**src/rtl/uart_pkg.sv**
```systemverilog
// Shared definitions for the 3x-oversampled UART transmit path: parity modes,
// serialiser states and the frame length helper.
package uart_pkg;

    localparam int unsigned PAR_NONE = 0;
    localparam int unsigned PAR_ODD  = 1;
    localparam int unsigned PAR_EVEN = 2;

    typedef enum logic [2:0] {
        TX_IDLE,
        TX_START,
        TX_DATA,
        TX_PARITY,
        TX_STOP,
        TX_BREAK
    } tx_state_e;

    // Sampler ticks taken by one complete frame, start bit through last stop bit.
    function automatic int unsigned frame_len(
        input int unsigned oversample,
        input int unsigned data_bits,
        input int unsigned parity,
        input int unsigned stop_bits
    );
        int unsigned par_bits;
        par_bits = (parity != PAR_NONE) ? 32'd1 : 32'd0;
        return oversample * (32'd1 + data_bits + par_bits + stop_bits);
    endfunction

endpackage

```
**src/rtl/uart_tx_fifo.sv**
```systemverilog
// Small synchronous holding FIFO in front of the serialiser; pointers wrap
// naturally because DEPTH is a power of two.
module uart_tx_fifo
    import uart_pkg::*;
#(
    parameter int unsigned WIDTH = 8,
    parameter int unsigned DEPTH = 2
) (
    input  logic                     rx_sampler_clk,
    input  logic                     rx_sampler_reset,
    input  logic                     push,
    input  logic [WIDTH-1:0]         push_data,
    input  logic                     pop,
    output logic [WIDTH-1:0]         pop_data,
    output logic [$clog2(DEPTH):0]   count,
    output logic                     full,
    output logic                     empty
);

    localparam int unsigned AW = $clog2(DEPTH);
    localparam int unsigned CW = AW + 1;

    logic [WIDTH-1:0] mem [DEPTH];
    logic [AW-1:0]    wr_ptr;
    logic [AW-1:0]    rd_ptr;

    assign full     = (count == CW'(DEPTH));
    assign empty    = (count == '0);
    assign pop_data = mem[rd_ptr];

    always_ff @(posedge rx_sampler_clk) begin
        if (push) begin
            mem[wr_ptr] <= push_data;
        end
    end

    always_ff @(posedge rx_sampler_clk or negedge rx_sampler_reset) begin
        if (!rx_sampler_reset) begin
            wr_ptr <= '0;
            rd_ptr <= '0;
            count  <= '0;
        end else begin
            if (push) begin
                wr_ptr <= wr_ptr + 1'b1;
            end
            if (pop) begin
                rd_ptr <= rd_ptr + 1'b1;
            end
            unique case ({push, pop})
                2'b10:   count <= count + 1'b1;
                2'b01:   count <= count - 1'b1;
                default: count <= count;
            endcase
        end
    end

endmodule

```
**src/rtl/uart_tx_x3.sv**
```systemverilog
// UART transmitter clocked by the RX oversampling clock: every bit lasts exactly
// OVERSAMPLE ticks so echoed frames line up with the receive sampler.
module uart_tx_x3
    import uart_pkg::*;
#(
    parameter int unsigned OVERSAMPLE = 3,
    parameter int unsigned DATA_BITS  = 8,
    parameter int unsigned PARITY     = 0,
    parameter int unsigned STOP_BITS  = 1,
    parameter int unsigned FIFO_DEPTH = 2
) (
    input  logic                 rx_sampler_clk,
    input  logic                 rx_sampler_reset,
    input  logic [DATA_BITS-1:0] tx_data_i,
    input  logic                 tx_valid_i,
    output logic                 tx_ready_o,
    input  logic                 tx_break_i,
    output logic                 tx_o,
    output logic                 tx_busy_o,
    output logic                 tx_done_o
);

    localparam int unsigned TICK_W     = $clog2(OVERSAMPLE);
    localparam int unsigned BIT_W      = 4;
    localparam int unsigned CNT_W      = $clog2(FIFO_DEPTH) + 1;
    localparam int unsigned FRAME_BITS = frame_len(OVERSAMPLE, DATA_BITS, PARITY, STOP_BITS) / OVERSAMPLE;

    tx_state_e            state_q, state_d;
    logic [TICK_W-1:0]    tick_q, tick_d;
    logic [BIT_W-1:0]     bit_q, bit_d;
    logic [DATA_BITS-1:0] shift_q;
    logic                 par_q;
    logic                 brk_q;
    logic                 tx_q, tx_d;
    logic                 done_q, done_d;
    logic                 line_busy_q;
    logic                 last_tick;

    logic                 fifo_push;
    logic                 fifo_pop;
    logic [DATA_BITS-1:0] fifo_rd_data;
    logic [CNT_W-1:0]     fifo_count;
    logic                 fifo_full;
    logic                 fifo_empty;

    assign fifo_push  = tx_valid_i && tx_ready_o;
    assign tx_ready_o = !fifo_full;
    assign tx_o       = tx_q;
    assign tx_done_o  = done_q;
    assign tx_busy_o  = (state_q != TX_IDLE) || (fifo_count != '0) || line_busy_q;
    assign last_tick  = (tick_q == TICK_W'(OVERSAMPLE - 1));

    uart_tx_fifo #(
        .WIDTH (DATA_BITS),
        .DEPTH (FIFO_DEPTH)
    ) u_fifo (
        .rx_sampler_clk   (rx_sampler_clk),
        .rx_sampler_reset (rx_sampler_reset),
        .push             (fifo_push),
        .push_data        (tx_data_i),
        .pop              (fifo_pop),
        .pop_data         (fifo_rd_data),
        .count            (fifo_count),
        .full             (fifo_full),
        .empty            (fifo_empty)
    );

    always_ff @(posedge rx_sampler_clk or negedge rx_sampler_reset) begin
        if (!rx_sampler_reset) begin
            state_q     <= TX_IDLE;
            tick_q      <= '0;
            bit_q       <= '0;
            shift_q     <= '0;
            par_q       <= 1'b0;
            brk_q       <= 1'b0;
            tx_q        <= 1'b1;
            done_q      <= 1'b0;
            line_busy_q <= 1'b0;
        end else begin
            state_q     <= state_d;
            tick_q      <= tick_d;
            bit_q       <= bit_d;
            tx_q        <= tx_d;
            done_q      <= done_d;
            line_busy_q <= (state_q != TX_IDLE);
            if (fifo_pop) begin
                shift_q <= fifo_rd_data;
                par_q   <= (PARITY == PAR_EVEN) ? ^fifo_rd_data : ~^fifo_rd_data;
            end else if ((state_q == TX_DATA) && last_tick) begin
                shift_q <= shift_q >> 1;
            end
            // Remembers that the current STOP is the mark after a break, which must not raise tx_done_o.
            if (state_q == TX_BREAK) begin
                brk_q <= 1'b1;
            end else if (fifo_pop) begin
                brk_q <= 1'b0;
            end
        end
    end

    always_comb begin
        state_d  = state_q;
        tick_d   = tick_q;
        bit_d    = bit_q;
        fifo_pop = 1'b0;
        tx_d     = 1'b1;
        done_d   = 1'b0;

        if (state_q != TX_IDLE) begin
            tick_d = last_tick ? '0 : tick_q + 1'b1;
        end

        unique case (state_q)
            TX_IDLE: begin
                bit_d = '0;
                if (tx_break_i) begin
                    state_d = TX_BREAK;
                end else if (!fifo_empty) begin
                    fifo_pop = 1'b1;
                    state_d  = TX_START;
                end
            end
            TX_START: begin
                tx_d = 1'b0;
                if (last_tick) begin
                    state_d = TX_DATA;
                    bit_d   = '0;
                end
            end
            TX_DATA: begin
                tx_d = shift_q[0];
                if (last_tick) begin
                    if (bit_q == BIT_W'(DATA_BITS - 1)) begin
                        bit_d   = '0;
                        state_d = (PARITY != PAR_NONE) ? TX_PARITY : TX_STOP;
                    end else begin
                        bit_d = bit_q + 1'b1;
                    end
                end
            end
            TX_PARITY: begin
                tx_d = par_q;
                if (last_tick) begin
                    state_d = TX_STOP;
                    bit_d   = '0;
                end
            end
            TX_STOP: begin
                if (last_tick) begin
                    if (bit_q == BIT_W'(STOP_BITS - 1)) begin
                        done_d = !brk_q;
                        bit_d  = '0;
                        // Popping on the final tick lets the next start bit follow with no idle gap.
                        if (tx_break_i) begin
                            state_d = TX_BREAK;
                        end else if (!fifo_empty) begin
                            fifo_pop = 1'b1;
                            state_d  = TX_START;
                        end else begin
                            state_d = TX_IDLE;
                        end
                    end else begin
                        bit_d = bit_q + 1'b1;
                    end
                end
            end
            TX_BREAK: begin
                tx_d = 1'b0;
                // Bit counter saturates at one frame so a short request still yields a full-frame break.
                if (last_tick) begin
                    if (bit_q == BIT_W'(FRAME_BITS - 1)) begin
                        if (!tx_break_i) begin
                            state_d = TX_STOP;
                            bit_d   = '0;
                        end
                    end else begin
                        bit_d = bit_q + 1'b1;
                    end
                end
            end
            default: begin
                state_d = TX_IDLE;
                tick_d  = '0;
                bit_d   = '0;
            end
        endcase
    end

endmodule

```
**config.mk**
```make
export PLATFORM = sky130hd
export DESIGN_NAME = uart_tx_x3
export DESIGN_NICKNAME = d
export VERILOG_FILES = /design/src/rtl/uart_pkg.sv /design/src/rtl/uart_tx_fifo.sv /design/src/rtl/uart_tx_x3.sv
export SDC_FILE = /design/constraint.sdc
export NUM_CORES = 1
export LEC_CHECK = 0
export ABC_AREA = 1
export CAP_MARGIN = 20
export CORE_ASPECT_RATIO = 0.6
export CORE_MARGIN = 2
export CORE_UTILIZATION = 55
export DETAILED_ROUTE_END_ITERATION = 16
export GPL_TIMING_DRIVEN = 0
export HOLD_SLACK_MARGIN = 0.06
export PLACE_DENSITY = 0.75
export SYNTH_ARGS = -nofsm -noshare
export SYNTH_HDL_FRONTEND = slang
export SYNTH_SLANG_ARGS = --single-unit
```
**constraint.sdc**
```tcl
create_clock -name rx_sampler_clk -period 2.35 [get_ports rx_sampler_clk]
set_input_delay 0.47 -clock rx_sampler_clk [delete_from_list [all_inputs] [get_ports rx_sampler_clk]]
set_output_delay 0.47 -clock rx_sampler_clk [all_outputs]
set_load 0.01 [all_outputs]
```
==> results of run 1 <==
## per-layer routing
| layer | routed length, microns | vias to the layer above | GRT usage (%) |
|---|---|---|---|
| li1 | - | 912 | - |
| met4 | 38 | 0 | 6.154 |
| met5 | 0 | - | 0 |
| met3 | 209 | 4 | 5.128 |
| met1 | 2378 | 763 | 34.41 |
| met2 | 1688 | 34 | 25.38 |
## layout by cell type, fill, tap and decap left out, types with 2 or more instances in the layout
cell               n
edfxtp_1          16
nand2_1          101
nor2_4             3
a21oi_1            6
inv_1             31
ha_1               4
clkinv_2           2
nor2_1             7
nand2_2           13
buf_6              4
xor2_1             3
nor2_2             2
inv_2              5
dfrtp_1           25
nand3_1           15
clkbuf_8           5
o21ai_1            2
o211ai_2           8
a31oi_1            2
clkdlybuf4s50_1   15
o21ai_0            6
o21ai_2            3
## area by class of cell
cell class	instances	area share, %
Multi-Input combinational cell	187	37.61
Clock buffer	6	2.737
Clock inverter	2	0.3775
Inverter	37	5.333
Sequential cell	42	42.71
Buffer	4	1.699
Tap cell	60	2.832
Timing Repair Buffer	16	6.701
## logic make-up (layout without fill, tap and decap cells)
group	Yosys count	in the layout	synth area share, %
compound gates	30	30	10.37
xor+xnor	4	4	1.513
fa+ha+maj	4	4	2.161
buf+inv	41	65	8.050
flops	42	42	48.89
simple gates	149	149	29.01
## registers in the layout, summed over array words and instances, names as in the netlist
| signal | cells |
|---|---|
| u_fifo.mem | 16 |
| shift_q | 8 |
| bit_q | 4 |
| state_q | 3 |
| tick_q | 2 |
| u_fifo.count | 2 |
| brk_q | 1 |
| line_busy_q | 1 |
| par_q | 1 |
| tx_done_o | 1 |
| tx_o | 1 |
| u_fifo.rd_ptr | 1 |
| u_fifo.wr_ptr | 1 |
## metrics by stage
step                      instances  hold WS, ns  power (mW)  util [%]
after floorplan                 270       0.1744       2.457         -
after global placement          345       0.4382       2.781     62.34
after detailed placement        346       0.4316       2.843     63.01
after CTS                       354       0.4448       3.300     65.04
after global routing            354       0.4786       3.588     65.04
final                           354       0.4428       3.284     65.04
## final timing paths
check                                       from              end  slack, ns  depth (start not counted)
worst max-delay path                  state_q[2]        tx_busy_o       0.13                          5
worst min-delay path                       brk_q        tx_done_o       0.44                          1
worst max register to register          bit_q[0]  u_fifo.count[1]       0.27                         12
worst min register to register             brk_q        tx_done_o       0.44                          1
max in group asynchronous       rx_sampler_reset             tx_o       1.20                          2
min in group asynchronous       rx_sampler_reset       shift_q[0]       0.57                          1
## critical path: stages (launching register included)
cell and delay (ns):
dfrtp_1 0.49, inv_2 0.10, nand2_2 0.16, inv_1 0.09, nand2_1 0.08, clkdlybuf4s50_1 0.53
## power groups by stage
stage               sequential, mW  combinational (mW)  clock, mW
floorplan                     1.17                1.28          0
global placement              1.20                1.58          0
detailed placement            1.21                1.64          0
CTS                           1.19                1.64      0.465
global route                  1.22                1.87      0.498
finish                        1.19                1.63      0.458
==> flow_metrics.py, run 1 <==
metrics = {
    "setup_path": {
        "cp.required_ns": 1.88,
        "path_class": "flop to output pin",
        "startpoint_type": "flop",
        "end_kind": "output pin",
        "crit_fanout": 7,
        "arrival_ns": 1.75,
    },
    "clock_tree": {
        "cts_resized": 0,
        "cts_tree": "yes",
        "postCtsSetupBuffers": 0,
        "path_clk_slew_ns": 0.08,
        "cts_buffer_depth": 2,
        "clock_latency_ns": 0.30,
        "clock-sinks": 42,
        "htree_levels": 2,
        "clockRootBuffer": "clkbuf_8",
        "holdBufCountCts": 0,
        "cts_buffers": 5,
    },
    "run": {
        "cap_viol_max_count": 0,
    },
    "layout": {
        "final_area_sq_um": 2651,
        "drive_above_1_share_pct": 18.03,
        "area_delta_synth_final_pct": 14.48,
        "antenna_cells": 0,
        "num-fill-cells": 348,
        "nets": 309,
        "regArea_sq_um": 1132,
        "multi_input_area_sq_um": 997.2,
    },
    "sta": {
        "drv_slew": 0,
        "slew_headroom_pct": 45.89,
        "worst_pin_slew_ns": 0.8087,
        "rsz0062_at_grt": "no",
        "setup_violations": 0,
        "period_needed_ns": 2.224,
        "max_freq_ghz": 0.4496,
        "hold_violations": 0,
        "fin_skew_ns": 0.008919,
        "setup_tns_ns": 0,
        "period_share_pct": 94.64,
        "final.setup.worst_slack_ns": 0.1260,
    },
    "power_and_ir_drop": {
        "internal_power_mw": 1.843,
        "p_clk_share_pct": 14.0,
        "ir_drop_mv": 0.6677,
        "p_comb_share_pct": 49.7,
        "switching_power_mw": 1.441,
        "power_density_nw_per_um2": 1239,
        "switching_share_pct": 43.87,
        "p_seq_share_pct": 36.4,
        "p_leak_nw": 1.296,
    },
    "floorplan": {
        "start_util_pct": 56.81,
        "core_sq_um": 4076,
        "rows": 18,
        "die_h_microns": 54.27,
        "fp.dieArea_sq_um": 4763,
        "ios": 16,
        "fp.dieW_microns": 87.78,
    },
    "drt": {
        "drc_errors": 0,
        "wl_per_cell_microns": 12.19,
        "final_antenna_net_count": 0,
        "drt-initial-drc-count": 72,
        "routed_wl_mm": 4.314,
        "num_vias": 1713,
        "via_per_inst": 4.839,
        "dr.pass1.iters": 4,
    },
    "yosys": {
        "yosysMostFrequentCell": "nand2_1",
        "yosys.area.top_type": "dfrtp_1",
        "syn_area_per_cell_sq_um": 8.578,
        "async_reset_ff_share_pct": 61.90,
        "synthTopCellsByCount": "nand2_1 (101), inv_1 (31), dfrtp_1 (25)",
        "synth-edff-count": 16,
        "syn_area_sq_um": 2316,
        "ys.flop_type": "dfrtp_1",
        "yosys_warnings": 0,
        "ys_seq_area_share_pct": 48.89,
        "syn_nets": 286,
        "synth_top_area_share_pct": 27.01,
        "synth_seq_cells": 42,
        "ys_types": 33,
        "synthCells": 270,
        "synth_area_leaders": "dfrtp_1 (27%), edfxtp_1 (21%), nand2_1 (16%), inv_1 (5.0%), o211ai_2 (4.3%)",
    },
    "placed_design": {
        "post-place-ws_ns": 0.05643,
        "placed_area_sq_um": 2569,
        "numPortBuffers": 15,
        "finalWeightedCongestion": 0.8434,
        "dp.final_hpwl_mm": 3.289,
    },
    "grt": {
        "antenna_found_initial": 0,
        "grt_overflow": 0,
        "grt_max_degree": 16,
        "grt.total_usage_pct": 20.67,
        "grt_first_pass_wirelength_mm": 7.300,
        "grt_pass1_vias": 1489,
    },
    "status": {
        "status": "complete, no violations",
    },
    "worst_hold_path": {
        "hold_class": "flop to flop",
    },
}
Note: power is estimated with default switching activity, not from simulation.
==> run 2, diff against run 1 <==
--- a/config.mk
+++ b/config.mk
@@ -11,6 +11,7 @@
 export CORE_MARGIN = 2
 export CORE_UTILIZATION = 55
 export DETAILED_ROUTE_END_ITERATION = 16
+export GPL_ROUTABILITY_DRIVEN = 0
 export GPL_TIMING_DRIVEN = 0
 export HOLD_SLACK_MARGIN = 0.06
 export PLACE_DENSITY = 0.75
==> results of run 2 <==
Same layout as run 1: the final DEF is identical, and so are final timing and power.
==> run 3, diff against run 2 <==
--- a/config.mk
+++ b/config.mk
@@ -9,12 +9,10 @@
 export CAP_MARGIN = 20
 export CORE_ASPECT_RATIO = 0.6
 export CORE_MARGIN = 2
-export CORE_UTILIZATION = 55
+export CORE_UTILIZATION = 32
 export DETAILED_ROUTE_END_ITERATION = 16
 export GPL_ROUTABILITY_DRIVEN = 0
-export GPL_TIMING_DRIVEN = 0
 export HOLD_SLACK_MARGIN = 0.06
-export PLACE_DENSITY = 0.75
 export SYNTH_ARGS = -nofsm -noshare
 export SYNTH_HDL_FRONTEND = slang
 export SYNTH_SLANG_ARGS = --single-unit
==> run 3 against run 2 <==
Clock-buffer cell count is 2 higher. Worst hold slack better by 0.010 ns. Highest routed layer unchanged. Wire length is 3.6% higher. Final area rose by 2.3%. Setup slack better by 0.0023 ns. Cell count is 7.9% higher. Sequential share of layout area shrank 0.95 points. Clock power grew 44%. Power increased by 5.2%. Die area up 67%. Sequential power hardly changed. Via count rose by 0.99%.
==> flow_metrics.py, run 3 (synthesis results as in run 1) <==
metrics = {
    "layout": {
        "reg_top3": "u_fifo.mem: 16 flops, shift_q: 8 flops, bit_q: 4 flops",
        "drive_above_1_share_pct": 17.63,
        "nets": 310,
        "final_common_cell": "nand2_1",
        "area_delta_synth_final_pct": 17.07,
        "final_cell_mix": "nand2_1 (101), inv_1 (31), dfrtp_1 (25)",
        "utilization_pct": 39.59,
        "antenna_cells": 0,
        "regMostFlops": "u_fifo.mem",
        "largest_reg_flops": 16,
    },
    "sta": {
        "drv_slew": 0,
        "hold_violations": 0,
        "fin_skew_ns": 0.005739,
        "period_share_pct": 94.54,
        "rsz0062_at_grt": "no",
        "whs_ns": 0.4528,
        "slew_headroom_pct": 76.63,
        "setup_violations": 0,
        "period_needed_ns": 2.222,
        "max_freq_ghz": 0.4501,
        "worst_pin_slew_ns": 0.3506,
        "setup_tns_ns": 0,
    },
    "clock_tree": {
        "clock-sinks": 42,
        "htree_levels": 2,
        "clock_latency_ns": 0.28,
        "path_clk_slew_ns": 0.06,
        "cts_tree": "yes",
        "cts_buffer_depth": 2,
        "holdBufCountCts": 0,
        "cts_resized": 0,
        "clockRootBuffer": "clkbuf_16",
        "postCtsSetupBuffers": 0,
        "cts_buffers": 5,
    },
    "floorplan": {
        "start_util_pct": 33.81,
        "fp.dieW_microns": 113.8,
        "ios": 16,
        "core_sq_um": 6849,
        "rows": 23,
        "die_h_microns": 69.90,
        "fp.dieArea_sq_um": 7956,
    },
    "worst_hold_path": {
        "hold_path_depth": 1,
        "hold_class": "flop to flop",
        "hold_end": "tx_done_o",
        "min-delay-start": "brk_q",
    },
    "grt": {
        "grt_max_degree": 27,
        "grt_overflow": 0,
        "grt_first_pass_wirelength_mm": 7.610,
        "grt_pass1_vias": 1599,
        "antenna_found_initial": 0,
        "grt.total_usage_pct": 12.03,
    },
    "drt": {
        "num_vias": 1730,
        "drc_errors": 0,
        "routed_wl_mm": 4.471,
        "wl_met3_microns": 180,
        "final_antenna_net_count": 0,
        "drt-initial-drc-count": 141,
        "wl_met1_mm": 2.513,
        "routed.top_layer": "met4",
        "via_per_inst": 4.529,
        "dr.pass1.iters": 4,
        "dr_wl_met2_mm": 1.736,
        "wl_per_cell_microns": 11.70,
    },
    "setup_path": {
        "path_class": "flop to output pin",
        "cp.required_ns": 1.88,
        "ff2ff_path_depth": 12,
        "startpoint_type": "flop",
        "r2r-start": "bit_q[0]",
        "r2r_end": "u_fifo.count[1]",
        "arrival_ns": 1.75,
        "critPathSlowestCell": "clkdlybuf4s50_1",
        "r2r_setup_slack_ns": 0.39,
        "path_cells": "inv_2 -> nand2_2 -> inv_1 -> nand2_1 -> clkdlybuf4s50_1",
        "max_stage_delay_ns": 0.54,
        "crit_fanout": 7,
        "end_kind": "output pin",
    },
    "placed_design": {
        "numPortBuffers": 15,
        "dp.final_hpwl_mm": 3.369,
    },
    "status": {
        "status": "complete, no violations",
    },
    "power_and_ir_drop": {
        "p_leak_nw": 1.309,
        "power_density_nw_per_um2": 1275,
        "ir_drop_mv": 0.4446,
    },
    "run": {
        "cap_viol_max_count": 0,
    },
}
## run 3: worst max-delay path by stage
stage	start	endpoint	slack [ns]	depth (start not counted)
after global routing	state_q[2]	tx_busy_o	0.03	5
final	state_q[2]	tx_busy_o	0.13	5
after detailed placement	tx_break_i	u_fifo.count[1]	0.19	8
after CTS	state_q[2]	tx_busy_o	0.12	5
after global placement	tx_break_i	u_fifo.count[1]	0.23	8
after floorplan	bit_q[0]	u_fifo.count[1]	0.53	12
## run 3: worst max-delay path: cells and delay by family (launching register included)
family	cells	cell delay, ns
buffers and inverters	3	0.74
flip-flops	1	0.49
AND/OR/NAND/NOR	2	0.25
## run 3: through the flow
step                      power (mW)  instance area [sq um]  worst slack (ns)  std cells
after global routing           3.765                   2711           0.02776        382
after global placement         2.775                   2575            0.2261        374
after floorplan                2.457                   2316            0.5307        270
final                          3.456                   2711            0.1283        382
after detailed placement       2.818                   2575            0.1864        374
after CTS                      3.490                   2711            0.1211        382
## run 3: cell type report
cell class,count,area [sq um]
Tap cell,87,108.9
Inverter,37,141.4
Sequential cell,42,1132
Clock buffer,8,136.4
Fill cell,702,4138
Multi-Input combinational cell,187,997.2
Timing Repair Buffer,21,195.2
## run 3: metal layers
| metal | up-vias | GRT usage [%] |
|---|---|---|
| met5 | - | 0 |
| met4 | 0 | 2.846 |
| met3 | 7 | 3.385 |
| met2 | 23 | 15.64 |
| met1 | 791 | 19.17 |
| li1 | 909 | - |
## run 3: power breakdown
group | leakage, nW | total, mW | switching [mW] | internal (mW)
combinational | 0.773 | 1.58 | 1.00 | 0.580
clock | 0.0652 | 0.660 | 0.264 | 0.395
sequential | 0.471 | 1.21 | 0.182 | 1.03
total | 1.31 | 3.46 | 1.45 | 2.01
